<file path="src/rtl/riscv_pkg.sv">
// Shared RV M-extension definitions: funct3 op codes, muldiv FSM states and decode constants.
package riscv_pkg;

  localparam logic [2:0] F3_MUL    = 3'd0;
  localparam logic [2:0] F3_MULH   = 3'd1;
  localparam logic [2:0] F3_MULHSU = 3'd2;
  localparam logic [2:0] F3_MULHU  = 3'd3;
  localparam logic [2:0] F3_DIV    = 3'd4;
  localparam logic [2:0] F3_DIVU   = 3'd5;
  localparam logic [2:0] F3_REM    = 3'd6;
  localparam logic [2:0] F3_REMU   = 3'd7;

  // OP class (instr[6:2]) with funct7 selecting the M extension
  localparam logic [4:0] OPC_OP        = 5'b01100;
  localparam logic [6:0] FUNCT7_MULDIV = 7'b0000001;

  typedef enum logic [1:0] {IDLE, CALC, DONE} state_t;

endpackage

</file>
<file path="src/rtl/riscv_muldiv_step.sv">
// One bit of shift-add multiply (LSB first) or restoring divide on a {hi,lo} accumulator.
module riscv_muldiv_step #(
  parameter int XLEN = 32
) (
  input  logic              div_mode,
  input  logic [2*XLEN-1:0] acc,
  input  logic [XLEN-1:0]   opb,
  output logic [2*XLEN-1:0] acc_nxt
);

  logic [XLEN:0]   sum;
  logic [XLEN+1:0] diff;

  always_comb begin
    sum  = {1'b0, acc[2*XLEN-1:XLEN]} + (acc[0] ? {1'b0, opb} : '0);
    // partial remainder after the shift can need XLEN+1 bits; MSB of diff is the borrow
    diff = {1'b0, acc[2*XLEN-1:XLEN-1]} - {2'b00, opb};
    if (!div_mode)
      acc_nxt = {sum, acc[XLEN-1:1]};
    else if (diff[XLEN+1])
      acc_nxt = {acc[2*XLEN-2:0], 1'b0};
    else
      acc_nxt = {diff[XLEN-1:0], acc[XLEN-2:0], 1'b1};
  end

endmodule

</file>
<file path="src/rtl/riscv_muldiv.sv">
// Iterative RV32M/RV64M multiply/divide unit, UNROLL bits per cycle, valid/ready request and response.
module riscv_muldiv
  import riscv_pkg::*;
#(
  parameter int XLEN   = 32,
  parameter int UNROLL = 1
) (
  input  logic            clk,
  input  logic            rst_n,
  input  logic            flush,
  input  logic            req_valid,
  output logic            req_ready,
  input  logic [2:0]      req_funct3,
  input  logic [XLEN-1:0] req_rs1_value,
  input  logic [XLEN-1:0] req_rs2_value,
  input  logic [4:0]      req_rd,
  output logic            resp_valid,
  input  logic            resp_ready,
  output logic [4:0]      resp_rd,
  output logic [XLEN-1:0] resp_wb,
  output logic            busy
);

  localparam int N  = XLEN / UNROLL;
  localparam int CW = $clog2(N) + 1;

  state_t            state;
  logic [CW-1:0]     cnt;
  logic [2:0]        op;
  logic [4:0]        rd_q;
  logic              neg_res;
  logic [2*XLEN-1:0] acc, acc_step, prod;
  logic [XLEN-1:0]   opb, quo, rem, result;

  logic              a_neg, b_neg, is_div, is_rem, div_zero, ovf, special;
  logic [XLEN-1:0]   mag_a, mag_b, spec_val;

  assign req_ready = (state == IDLE) && !flush && rst_n;
  assign busy      = (state != IDLE);

  for (genvar g = 0; g < UNROLL; g++) begin : g_step
    logic [2*XLEN-1:0] a_in, a_out;
    if (g == 0) begin : g_first
      assign a_in = acc;
    end else begin : g_next
      assign a_in = g_step[g-1].a_out;
    end
    riscv_muldiv_step #(.XLEN(XLEN)) u_step (
      .div_mode(op[2]), .acc(a_in), .opb(opb), .acc_nxt(a_out)
    );
  end
  assign acc_step = g_step[UNROLL-1].a_out;

  // operand decode and special cases, evaluated on the request as offered
  always_comb begin
    is_div   = req_funct3[2];
    is_rem   = req_funct3[2] && req_funct3[1];
    a_neg    = (req_funct3 inside {F3_MULH, F3_MULHSU, F3_DIV, F3_REM}) && req_rs1_value[XLEN-1];
    b_neg    = (req_funct3 inside {F3_MULH, F3_DIV, F3_REM}) && req_rs2_value[XLEN-1];
    mag_a    = a_neg ? -req_rs1_value : req_rs1_value;
    mag_b    = b_neg ? -req_rs2_value : req_rs2_value;
    div_zero = is_div && (req_rs2_value == '0);
    ovf      = (req_funct3 inside {F3_DIV, F3_REM}) &&
               (req_rs1_value == {1'b1, {(XLEN-1){1'b0}}}) && (req_rs2_value == '1);
    special  = div_zero || ovf;
    if (div_zero) spec_val = is_rem ? req_rs1_value : '1;
    else          spec_val = is_rem ? '0 : req_rs1_value;
  end

  // sign fix-up and result select on the final accumulator
  always_comb begin
    prod = neg_res ? -acc_step : acc_step;
    quo  = neg_res ? -acc_step[XLEN-1:0] : acc_step[XLEN-1:0];
    rem  = neg_res ? -acc_step[2*XLEN-1:XLEN] : acc_step[2*XLEN-1:XLEN];
    case (op)
      F3_MUL:                       result = prod[XLEN-1:0];
      F3_MULH, F3_MULHSU, F3_MULHU: result = prod[2*XLEN-1:XLEN];
      F3_DIV, F3_DIVU:              result = quo;
      default:                      result = rem;
    endcase
  end

  always_ff @(posedge clk or negedge rst_n) begin
    if (!rst_n) begin
      state      <= IDLE;
      cnt        <= '0;
      op         <= '0;
      rd_q       <= '0;
      neg_res    <= 1'b0;
      acc        <= '0;
      opb        <= '0;
      resp_valid <= 1'b0;
      resp_rd    <= '0;
      resp_wb    <= '0;
    end else if (flush) begin
      state      <= IDLE;
      cnt        <= '0;
      resp_valid <= 1'b0;
    end else begin
      case (state)
        IDLE: if (req_valid) begin
          op      <= req_funct3;
          rd_q    <= req_rd;
          neg_res <= is_rem ? a_neg : (a_neg ^ b_neg);
          acc     <= {{XLEN{1'b0}}, mag_a};
          opb     <= mag_b;
          cnt     <= '0;
          if (special) begin
            state      <= DONE;
            resp_valid <= 1'b1;
            resp_wb    <= spec_val;
            resp_rd    <= req_rd;
          end else begin
            state <= CALC;
          end
        end
        CALC: begin
          acc <= acc_step;
          cnt <= cnt + 1'b1;
          if (cnt == CW'(N - 1)) begin
            state      <= DONE;
            resp_valid <= 1'b1;
            resp_wb    <= result;
            resp_rd    <= rd_q;
          end
        end
        DONE: if (resp_ready) begin
          state      <= IDLE;
          resp_valid <= 1'b0;
        end
        default: state <= IDLE;
      endcase
    end
  end

endmodule

</file>
<file path="config.mk">
export PLATFORM = sky130hd
export DESIGN_NAME = riscv_muldiv
export DESIGN_NICKNAME = d
export VERILOG_FILES = /design/src/rtl/riscv_pkg.sv /design/src/rtl/riscv_muldiv_step.sv /design/src/rtl/riscv_muldiv.sv
export SDC_FILE = /design/constraint.sdc
export NUM_CORES = 1
export LEC_CHECK = 0
export CAP_MARGIN = 10
export CELL_PAD_IN_SITES_DETAIL_PLACEMENT = 1
export CELL_PAD_IN_SITES_GLOBAL_PLACEMENT = 1
export CORE_MARGIN = 2
export CORE_UTILIZATION = 53
export CTS_CLUSTER_DIAMETER = 150
export CTS_CLUSTER_SIZE = 8
export DETAILED_ROUTE_END_ITERATION = 8
export DONT_BUFFER_PORTS = 1
export GPL_TIMING_DRIVEN = 0
export PLACE_DENSITY_LB_ADDON = 0.1
export SLEW_MARGIN = 0
export SYNTH_ARGS = -nofsm -noshare
export SYNTH_HDL_FRONTEND = slang
export SYNTH_SLANG_ARGS = --single-unit
</file>
<file path="constraint.sdc">
create_clock -name clk -period 13.95 [get_ports clk]
set_input_delay 4.185 -clock clk [delete_from_list [all_inputs] [get_ports clk]]
set_output_delay 4.185 -clock clk [all_outputs]
set_load 0.01 [all_outputs]
</file>
Word-level counts from Yosys, hierarchy flattened

Cells that the tools add are included.
Widths: inputs -> output; s select.

Add/subtract/negate cells: 8
Multiply operators: 0
Div/mod/pow operators: 0
Order comparisons: 0
Equal/unequal tests: 21
Shift operators: 0
Mux-type cells: 38
Bitwise logic cells: 2
Reduce and logical (&&, ||, !) cells: 28

Operators by type and width:

| operator             | number |
|---|---|
| $mux 32              | 11 |
| $mux 64              | 4 |
| $neg 32->32          | 4 |
| $pmux 64 s2          | 1 |
| $pmux 32 s3          | 1 |
| $eq 32x32->1 const B | 2 |
| $neg 64->64          | 1 |
| $pmux 32 s2          | 1 |
| $sub 33x32->34       | 1 |
| $add 32x33->33       | 1 |
| $logic_not 32->1     | 1 |
| $mux 5               | 3 |
| $eq 3x3->1 const B   | 4 |
| $mux 6               | 2 |
| $ne 3x3->1 const B   | 4 |
| $pmux 6 s2           | 1 |
| $mux 2               | 5 |
| $pmux 5 s2           | 1 |
| $reduce_and 5->1     | 2 |
| $eq 3x2->1 const B   | 3 |
| $reduce_and 3->1     | 3 |
| $logic_and 1x1->1    | 8 |
| $reduce_bool 4->1    | 2 |
| $add 6x1->6 const B  | 1 |
| 19 further kinds     | 30 |

Register bits: 151
Latch bits: 0
RAM bits: 0
ROM bits: 0
Memories kept: 0

Depth between registers and ports, before layout

Gate-level depths: netlist of run 1.

Depth after elaboration: 9
Depth in mapped cells: 23

By module

From an unflattened synthesis of run 1, not the netlist that was laid out.

Cells, all modules: 2,118
Area total of the unflattened synthesis: 15,912.8 um^2

By module, submodules not included:

| module            | instances | cells each | area an instance (um^2) | sequential area each (um^2) |
|---|---|---|---|---|
| riscv_muldiv      | 1         | 1,441      | 11,148.2                | 3,778.6 |
| riscv_muldiv_step | 1         | 677        | 4,764.6                 | 0.0 |

Worst setup path after synthesis of run 1

No wires, ideal clock.

Path kind: input -> output
From: input port flush
To: output port req_ready
Arrival time: 4.664 ns
Data required time: 9.765 ns
Slack: 5.101 ns
Cell stages on the path: 3
Path buffers: 1
Cell sequence: clkbuf_1 -> nor2_1 -> and2_1

Longest elaborated chain between the ends: 3

RTL lines:

| element                         | line               | text |
|---|---|---|
| start: declaration              | riscv_muldiv.sv:10 | `input logic flush,` |
| $logic_not 1->1                 | riscv_muldiv.sv:38 | `assign req_ready = (state == IDLE) && !flush && rst_n;` |
| $logic_and 1x1->1 (2 in series) | riscv_muldiv.sv:38 |  |
| end: declaration                | riscv_muldiv.sv:12 | `output logic req_ready,` |

No other way between the ends.

Final worst setup path of run 1

Same ends and word-level chain as after synthesis.

==> results.cfg, run 1 <==
[timing]
timing.max_slew.rel_slack_pct = 18.7
layout_min_cycle_time_ps = 9040
finalSetupViolations = 0
tightest_slew_ps = 1220
final-hold-violation-count = 0
timing.final.max_slew_violations = 0
timing.clock.skew_ps = 15.8
maxClockFrequency_ghz = 0.111
timing.final.crit_share_pct = 64.8
timing.setup.tns_ps = 0
rsz0062_at_grt = no

[final_layout]
finish.instance_area_mm2 = 0.0172
syn2layout_area_growth_pct = 6.96
finalNetCount = 2325
final_layout_size_suffix_gt1_share_pct = 5.49
final_core_util_pct = 57.8

[synth]
synth.ff_latch_count = 151
synth-main-ff-cell = dfrtp_1
async_reset_ff_share_pct = 100
mappedNetlistArea_mm2 = 0.0160
seq_total_area_yosys_pct = 23.5
synth_cell_types = 101
yosysWarningCount = 0
synth_enable_flop_cells = 0
synth.top_cells.by_area = dfrtp_1 24%, o21ai_0 6.8%, a21oi_1 6.7%
synth.net_count = 2306
yosysTopAreaCell = dfrtp_1
synth_top_area_share_pct = 23.5
syn_inst = 2154
avgSynthCellArea_um2 = 7.45

[min_path]
hold_class = reg -> reg

[floorplan]
start_util_pct = 54.0
fp.dieW_um = 178
die_h_um = 178
dieArea_mm2 = 0.0317
number_of_placed_i_o_pins = 117
std_cell_rows = 63
coreArea_mm2 = 0.0297

[worst_setup_path]
crit_arrival_ps = 4860
kind_of_critical_path = in -> out
crit_chain = clkbuf_1 > nor2_1 > and2_1
critPathMaxStageDelay_ps = 360
end_kind = output pin
timing.critical_path.fanout_max = 10
critPathLaunchType = input port
cp_slowest_cell = clkbuf_1
worst-endpoint-required_ps = 9760

[route]
drc = 0
drt_pass_1_iters = 6
first_iter_violations = 2030
route.detailed.vias_per_inst = 7.25
postRouteWirelength_um = 74400
wire_per_inst_um = 28.9
num_vias = 18700
drtAntennaViolNets = 0

[clock_tree]
clk-insertion-delay-late_ps = 460
cts-hold-fix-buffers = 0
postCtsSetupRepairBufs = 0
clock_tree.htree_level_count = 4
cts-root-to-sink-buffers = 2
cts_made_buffers = 17
tritoncts_num_sinks = 151
cts-resized-gates = 0
ctsRootBufferMaster = clkbuf_16
clk_transition_reported_paths_ps = 60
tritoncts = done

[grt]
grt_first_pass_wirelength_um = 112000
grt_util_met1_pct = 60.8
grt_util_met3_pct = 14.7
initial_antenna_violation_count = 6
grt_max_degree = 153
grt_remaining_overflow = 0
first_global_vias = 18700
met2_usage_pct = 71.3
grt.total_usage_pct = 47.0
grt_most_used_layer = met2

[pwr]
power_density_mw_per_mm2 = 321
total_power_draw_w = 0.00551
seq_power_share_pct = 16.8
ir_worst_vdd_v = 0.000129
cellLeakagePower_nw = 7.00
clockPowerShare_pct = 9.5
power.share.switching_pct = 59.7
power_report.internal_total_w = 0.00222
comb_power_share_pct = 73.7
power.switching_w = 0.00329

[placed_design]
io_buffer_count = 0
placed_area_mm2 = 0.0165
gpl.final_weighted_congestion = 1.04
half_perimeter_wire_length_of_the_detailed_placement_result_um = 58000

[outcome]
outcome = finished clean

[run]
drv_cap = 0
## critical path: cells and delay by family
| family | cells | cell delay (ps) |
|---|---|---|
| AND/OR/NAND/NOR | 2 | 310 |
| buffers and inverters | 1 | 360 |
## synthesized netlist by cell type, drive strengths merged (7+ instances only)
master / n
o41ai: 14
o21bai: 12
or2: 12
o31ai: 34
mux2: 20
xnor2: 80
o211ai: 30
nor2: 170
inv: 75
nor4: 16
o22ai: 12
and2: 40
a22o: 16
and3: 12
clkbuf: 93
or4: 11
a21o: 33
nor3: 70
buf: 30
dfrtp: 151
nand2b: 19
a211oi: 15
nand2: 251
o221ai: 10
a22oi: 11
xor2: 65
a211o: 11
nand3: 38
or3: 31
ha: 73
nor3b: 13
a31oi: 38
a221o: 7
nand4: 27
o21a: 21
mux2i: 47
a21oi: 219
o21ai: 223
## cell usage in the layout, fill, tap and decap left out, types with 15 or more instances in the layout
master     instances
a21o_1            33
a21oi_1          215
a22o_1            16
a31oi_1           38
and2_1            40
buf_2             18
clkbuf_1          94
clkbuf_16         17
dfrtp_1          151
ha_1              73
inv_1             75
mux2_2            19
mux2i_1           47
nand2_1          250
nand2b_1          19
nand3_1           38
nand4_1           27
nor2_1           170
nor3_1            69
nor4_1            15
o211ai_1          30
o21a_1            20
o21ai_0          217
o31ai_1           34
or3_1             30
xnor2_1           80
xor2_1            65
## routing by layer
| metal | vias to the layer above | part of all wire [%] |
|---|---|---|
| met5 | - | 0.099 |
| met4 | 10 | 4.9 |
| met3 | 277 | 12 |
| met2 | 1217 | 43 |
| met1 | 9182 | 39 |
| li1 | 7987 | - |
## per-stage QoR
step | hold WS, ps | cells | setup WS, ps
2_1_floorplan | 442 | 2154 | 5100
3_3_place_gp | 475 | 2544 | 5010
3_5_place_dp | 474 | 2544 | 5000
4_1_cts | 513 | 2576 | 4950
5_1_grt | 533 | 2576 | 4880
6_report | 510 | 2577 | 4910
## state kept, by name, indices dropped and copies added (netlist names)
register,cells
rd_q,5
resp_wb,32
op,3
state,2
resp_rd,5
opb,32
acc,64
neg_res,1
resp_valid,1
cnt,6
## kinds of logic (layout without fill, tap and decap cells)
| kind of cell | after synthesis | in the layout | synth area share [%] |
|---|---|---|---|
| and+or+nand+nor | 737 | 737 | 22.1 |
| DFF | 151 | 151 | 23.5 |
| xor gates and xnor gates | 145 | 145 | 7.91 |
| adders and majority gates | 75 | 75 | 5.94 |
| buffers and inverters | 198 | 230 | 4.94 |
| muxes | 67 | 67 | 4.34 |
| AOI/OAI and AO/OA | 781 | 781 | 31.2 |
| other | 0 | 1 | 0 |
## layout make-up
type                       instances  area (um2)
tap                              390         488
clock inverter                    13         194
sequential                       151        3780
antenna                            1        2.50
fill                            3871       12600
clock buffer                      19         433
multi-input combinational       1805       11500
inverter                          75         282
buffer                           123         512
## final timing paths
path	startpoint	end	slack (ps)	depth (start not counted)
min in group asynchronous	rst_n	acc[58]	3440	0
hold / removal	rd_q[0]	rd_q[0]	510	1
hold reg to reg	rd_q[0]	rd_q[0]	510	1
setup reg to reg	op[2]	resp_wb[2]	6580	22
max in group asynchronous	rst_n	opb[14]	10170	0
setup / recovery	flush	req_ready	4910	3
## power groups by stage
stage	sequential, W	clock (W)	combinational (W)
6_report	0.000927	0.000521	0.00406
5_1_grt	0.000937	0.000530	0.00428
4_1_cts	0.000907	0.000515	0.00387
3_5_place_dp	0.000913	0	0.00383
3_3_place_gp	0.000901	0	0.00371
2_1_floorplan	0.000779	0	0.00267
(Power assumes the default switching activity.)
==> inputs of run 2 (changes only) <==
Settings changed: ABC_AREA from default to 1, CORE_UTILIZATION 53 to 46.
Clock period 13.95 ns to 9.2 ns, I/O delays scaled along.
==> results.cfg, run 2 <==
[timing]
tightest_slew_ps = 1380
rsz0062_at_grt = no
final-hold-violation-count = 0
timing.clock.skew_ps = 12.6
timing.final.ws_setup_ps = 3200
timing.final.crit_share_pct = 65.3
timing.final.max_slew_violations = 0
timing.max_slew.rel_slack_pct = 6.80
layout_min_cycle_time_ps = 6000
finalSetupViolations = 0
maxClockFrequency_ghz = 0.167
timing.setup.tns_ps = 0

[worst_setup_path]
critPathLaunchType = input port
cp_top_family = simple AND/OR/NAND/NOR gates
worst-endpoint-required_ps = 9530
kind_of_critical_path = in -> reg
crit_chain = inv_1 > ha_1 > nand2_1 > nor2_1 > nand2_1 > nor3_1 > nand2_1 > nor3_1 > nand4_1 > nand3_1 > nand2_1 > clkbuf_1 > clkbuf_1 > a21oi_1 > a21oi_2
crit_top_cell = nand2_1
end_kind = flop
crit_arrival_ps = 6330
cp_slowest_cell = a21oi_1
critical_path.n_buffers_inverters = 3
critPathMaxStageDelay_ps = 680
worst-r2r-cell-count = 25
timing.critical_path.fanout_max = 10
critical_path_cell_count = 15

[synth]
syn_inst = 3089
synth-main-ff-cell = dfrtp_1
avgSynthCellArea_um2 = 5.83
yosysWarningCount = 0
synth.most_common_cell = nand2_1
synth.net_count = 3241
post_synth_most_frequent_cells = 931 x nand2_1, 422 x inv_1, 332 x nor2_1, 252 x nand3_1, 207 x o21ai_0
yosysTopAreaCell = dfrtp_1
synth_enable_flop_cells = 0
synth_top_area_share_pct = 21.0
seq_total_area_yosys_pct = 21.0
mappedNetlistArea_mm2 = 0.0180
synth.top_cells.by_area = dfrtp_1 21%, nand2_1 19%, inv_1 8.8%
async_reset_ff_share_pct = 100
synth_cell_types = 57
synth.ff_latch_count = 151

[route]
wire_per_inst_um = 23.7
num_vias = 21900
drt_pass_1_iters = 7
met3RoutedLength_um = 8320
postRouteWirelength_um = 86400
drc = 4
routed_met1_length_um = 37400
first_iter_violations = 1959
top_layer = met5
dr_wl_met2_um = 36800
drtAntennaViolNets = 0
route.detailed.vias_per_inst = 6.02

[floorplan]
dieArea_mm2 = 0.0407
std_cell_rows = 72
fp.dieW_um = 202
die_h_um = 202
start_util_pct = 46.6
coreArea_mm2 = 0.0386
number_of_placed_i_o_pins = 117

[clock_tree]
ctsRootBufferMaster = clkbuf_16
cts-hold-fix-buffers = 0
tritoncts = done
cts-resized-gates = 0
cts_made_buffers = 17
clock_tree.htree_level_count = 4
clk_transition_reported_paths_ps = 70
cts-root-to-sink-buffers = 2
postCtsSetupRepairBufs = 0
clk-insertion-delay-late_ps = 470
tritoncts_num_sinks = 151

[final_layout]
diodes = 0
final_core_util_pct = 49.8
layout.cells.most_common_list = 931 x nand2_1, 422 x inv_1, 332 x nor2_1
final_layout_size_suffix_gt1_share_pct = 6.70
layout.cells.most_common = nand2_1
biggest_regs = acc: 64 flops, opb: 32 flops, resp_wb: 32 flops
largest-register = acc
syn2layout_area_growth_pct = 6.89
fin_cells = 3639
largest_register_ff_count = 64
finalNetCount = 3260

[grt]
grt_max_degree = 153
grt_first_pass_wirelength_um = 131000
initial_antenna_violation_count = 2
first_global_vias = 22000
grt_remaining_overflow = 0
grt.total_usage_pct = 42.5

[placed_design]
placedCellCount = 3607
dp_worst_setup_slack_ps = 2920
half_perimeter_wire_length_of_the_detailed_placement_result_um = 70700
gpl.final_weighted_congestion = 1.07
io_buffer_count = 0

[outcome]
outcome = finished with violations
violations = design-rule violations

[min_path]
hold_depth = 2
hold_class = reg -> reg

[run]
drv_cap = 0
run 2: changes by cell type after synthesis, sizes merged, moves of 39 or more:
cell	change
and2	-39
xnor2	-48
a21oi	-53
nand3	+234
mux2i	-47
nor2	+200
nand2	+734
inv	+357
run 2: area by class of cell:
class,count,area (um2)
plain buffers,104,518
fillers,5538,19400
multi-input cells,2396,12100
flip-flops and latches,151,3780
clock buffers,19,453
inverters,438,1640
clock inverters,13,140
well taps,518,648
run 2: cells by family (layout without fill, tap and decap cells):
logic type | count (synthesis) | count (layout) | synth area share (%)
compound gates | 487 | 487 | 14.9
flops | 151 | 151 | 21.0
simple gates | 1746 | 1746 | 42.5
xor+xnor | 82 | 82 | 3.99
fa+ha+maj | 81 | 81 | 5.63
buf+inv | 542 | 574 | 12.0
run 2: metrics by stage:
step / hold WS (ps) / instance area, um2
after floorplan: 442 / 18000
after global placement: 454 / 18700
after detailed placement: 460 / 18700
after CTS: 477 / 19200
after global routing: 496 / 19200
final: 471 / 19200
run 2: worst register-to-register path: cells and delay by family (launching register included):
kind,cells,cell delay [ps]
AOI/OAI and AO/OA,8,1960
DFF,1,570
and+or+nand+nor,12,1770
adders and majority gates,2,570
buffers and inverters,3,250
run 2: per-layer routing:
layer  vias up  GRT usage (%)
met2      1051           64.0
met3       216           8.71
met4         2           18.6
li1       9954              -
met5         -              0
met1     10700           58.7
run 2: path summary, 6_finish.rpt:
| check | start | end | slack [ps] |
|---|---|---|---|
| min in group asynchronous | rst_n | acc[63] | 2010 |
| worst min-delay path | rd_q[3] | rd_q[3] | 470 |
| max in group asynchronous | rst_n | opb[12] | 6850 |
| worst max-delay path | req_rs1_value[1] | resp_wb[23] | 3200 |
| worst min register to register | rd_q[3] | rd_q[3] | 470 |
| worst max register to register | opb[30] | resp_wb[6] | 3920 |
Power of run 2 is not shown: default switching activity piles up to over one toggle a cycle in this logic, so the estimate is an artifact.
==> inputs of run 3 (changes only) <==
Settings changed: ABC_AREA 1 to 0, CORE_UTILIZATION 46 to 49.
Clock period 9.2 ns to 5.8 ns, I/O delays scaled along.
==> results.cfg, run 3 (same netlist as run 1, synthesis figures left out) <==
[final_layout]
diodes = 0
layout.cells.most_common = nand2_1
syn2layout_area_growth_pct = 8.64
biggest_regs = acc: 64 flops, opb: 32 flops, resp_wb: 32 flops
filler_cell_count = 4156
finalNetCount = 2330
largest-register = acc
layout.cells.most_common_list = 250 x nand2_1, 215 x o21ai_0, 214 x a21oi_1
final_layout_size_suffix_gt1_share_pct = 7.12
largest_register_ff_count = 64

[placed_design]
half_perimeter_wire_length_of_the_detailed_placement_result_um = 59400
gpl.final_weighted_congestion = 1.02
io_buffer_count = 0
dp_worst_setup_slack_ps = -1220

[route]
drc = 0
wire_per_inst_um = 28.7
drtAntennaViolNets = 0
route.detailed.vias_per_inst = 7.06
num_vias = 18600
drt_pass_1_iters = 5
first_iter_violations = 1828
postRouteWirelength_um = 75600

[floorplan]
die_h_um = 185
start_util_pct = 49.6
std_cell_rows = 66
number_of_placed_i_o_pins = 117
dieArea_mm2 = 0.0342
fp.dieW_um = 185
coreArea_mm2 = 0.0324

[worst_setup_path]
crit_chain = clkbuf_4 > buf_4 > buf_4 > buf_4 > buf_4 > buf_6 > buf_4 > buf_6 > buf_6 > mux2_2 > inv_1 > ha_1 > o21a_1 > nand3_1 > or3_1 > buf_2 > nand2_1 > nand2_1 > mux2i_1 > o22ai_1 > a21oi_1 > o21ai_0
critPathMaxStageDelay_ps = 480
critPathLaunchType = flop
worst-endpoint-required_ps = 6120
kind_of_critical_path = reg -> reg
timing.critical_path.fanout_max = 10
cp_slowest_cell = or3_1
cp-startpoint = op[2]
end_kind = flop
crit_arrival_ps = 5950
crit_top_cell = buf_4
rr_startpoint = op[2]

[grt]
initial_antenna_violation_count = 3
grt_first_pass_wirelength_um = 113000
grt_remaining_overflow = 0
grt_max_degree = 153
grt.total_usage_pct = 44.1
first_global_vias = 18300

[pwr]
power_density_mw_per_mm2 = 770
cellLeakagePower_nw = 7.07
ir_worst_vdd_v = 0.000364

[timing]
timing.final.crit_share_pct = 97.2
final-hold-violation-count = 0
timing.hold.ws_ps = 512
finalSetupViolations = 0
timing.final.max_slew_violations = 0
layout_min_cycle_time_ps = 5640
timing.clock.skew_ps = 18.5
tightest_slew_ps = 1180
timing.final.ws_setup_ps = 163
maxClockFrequency_ghz = 0.177
timing.max_slew.rel_slack_pct = 20.8

[clock_tree]
tritoncts_num_sinks = 151
clk-insertion-delay-late_ps = 480
cts-root-to-sink-buffers = 2
ctsRootBufferMaster = clkbuf_16
cts_made_buffers = 17
tritoncts = done
clock_tree.htree_level_count = 4
clk_transition_reported_paths_ps = 80
cts-hold-fix-buffers = 0

[min_path]
hold_path_startpoint = rd_q[1]
hold_class = reg -> reg

[outcome]
outcome = finished clean

[run]
drv_cap = 0
## run 3: cell count changes in the layout (fill, tap and decap cells not counted), moves of 47 or more
| cell | previous run | this run |
|---|---|---|
| inv_1 | 422 | 75 |
| nand2_1 | 931 | 250 |
| nand2_2 | 48 | 0 |
| mux2i_1 | 0 | 47 |
| nor2_1 | 332 | 168 |
| xnor2_1 | 32 | 80 |
| nand3_1 | 252 | 38 |
| a21oi_1 | 158 | 214 |
## run 3: path summary, 6_finish.rpt
path                       slack [ps]  cells past startpoint         end
max                               160                     22  resp_wb[8]
min                               510                      1     rd_q[1]
max reg2reg                       160                     22  resp_wb[8]
min reg2reg                       510                      1     rd_q[1]
max in group asynchronous        4510                      0     opb[20]
min in group asynchronous         990                      0     acc[58]
## run 3: layer usage
metal / vias to the layer above / GRT usage, % / routed length, um
met1: 9244 / 59.0 / 31200
met2: 1072 / 66.6 / 32200
met5: - / 0 / 34
met4: 4 / 21.3 / 3940
li1: 7998 / - / -
met3: 263 / 10.8 / 8250
## run 3: what timing repair did
action,4_1_cts,5_1_grt
pin swaps,1,4
endpoints found under the setup margin,32,21
buffers inserted,2,3
resized for setup,27,31
## run 3: critical path, delay by kind of cell, from the launching register on
kind                     cells  cell delay, ps
buffers and inverters       11            2500
adder cells (fa/ha/maj)      1             190
multiplexers                 2             550
AND/OR/NAND/NOR              4            1020
AO/OA/AOI/OAI                4             770
flip-flops                   1             400
## run 3: where the power goes
group | total [W] | leakage [nW] | switching [W] | internal (W)
registers | 0.00223 | 1.93 | 0.000723 | 0.00151
logic | 0.00999 | 4.84 | 0.00679 | 0.00320
clock network | 0.00121 | 0.288 | 0.000557 | 0.000649
## run 3: cell type report
type                            count  area, um2  area share (%)
Multi-Input combinational cell   1805      11600            66.7
Inverter                           75        282            1.61
Timing Repair Buffer                5       37.5           0.215
Tap cell                          442        553            3.17
Clock inverter                     13        160           0.919
Buffer                            123        553            3.17
Clock buffer                       19        433            2.48
Sequential cell                   151       3780            21.7
## run 3: stage by stage
step | utilization [%] | total power (W) | area, um2 | setup TNS (ps) | cells
finish | 53.9 | 0.0134 | 17400 | 0 | 2633
global route | 53.9 | 0.0141 | 17400 | -11.9 | 2633
CTS | 53.4 | 0.0128 | 17300 | 0 | 2630
detailed placement | 51.3 | 0.0115 | 16600 | -20030 | 2596
global placement | 51.3 | 0.0112 | 16600 | -17990 | 2596
floorplan | - | 0.00829 | 16000 | 0 | 2154
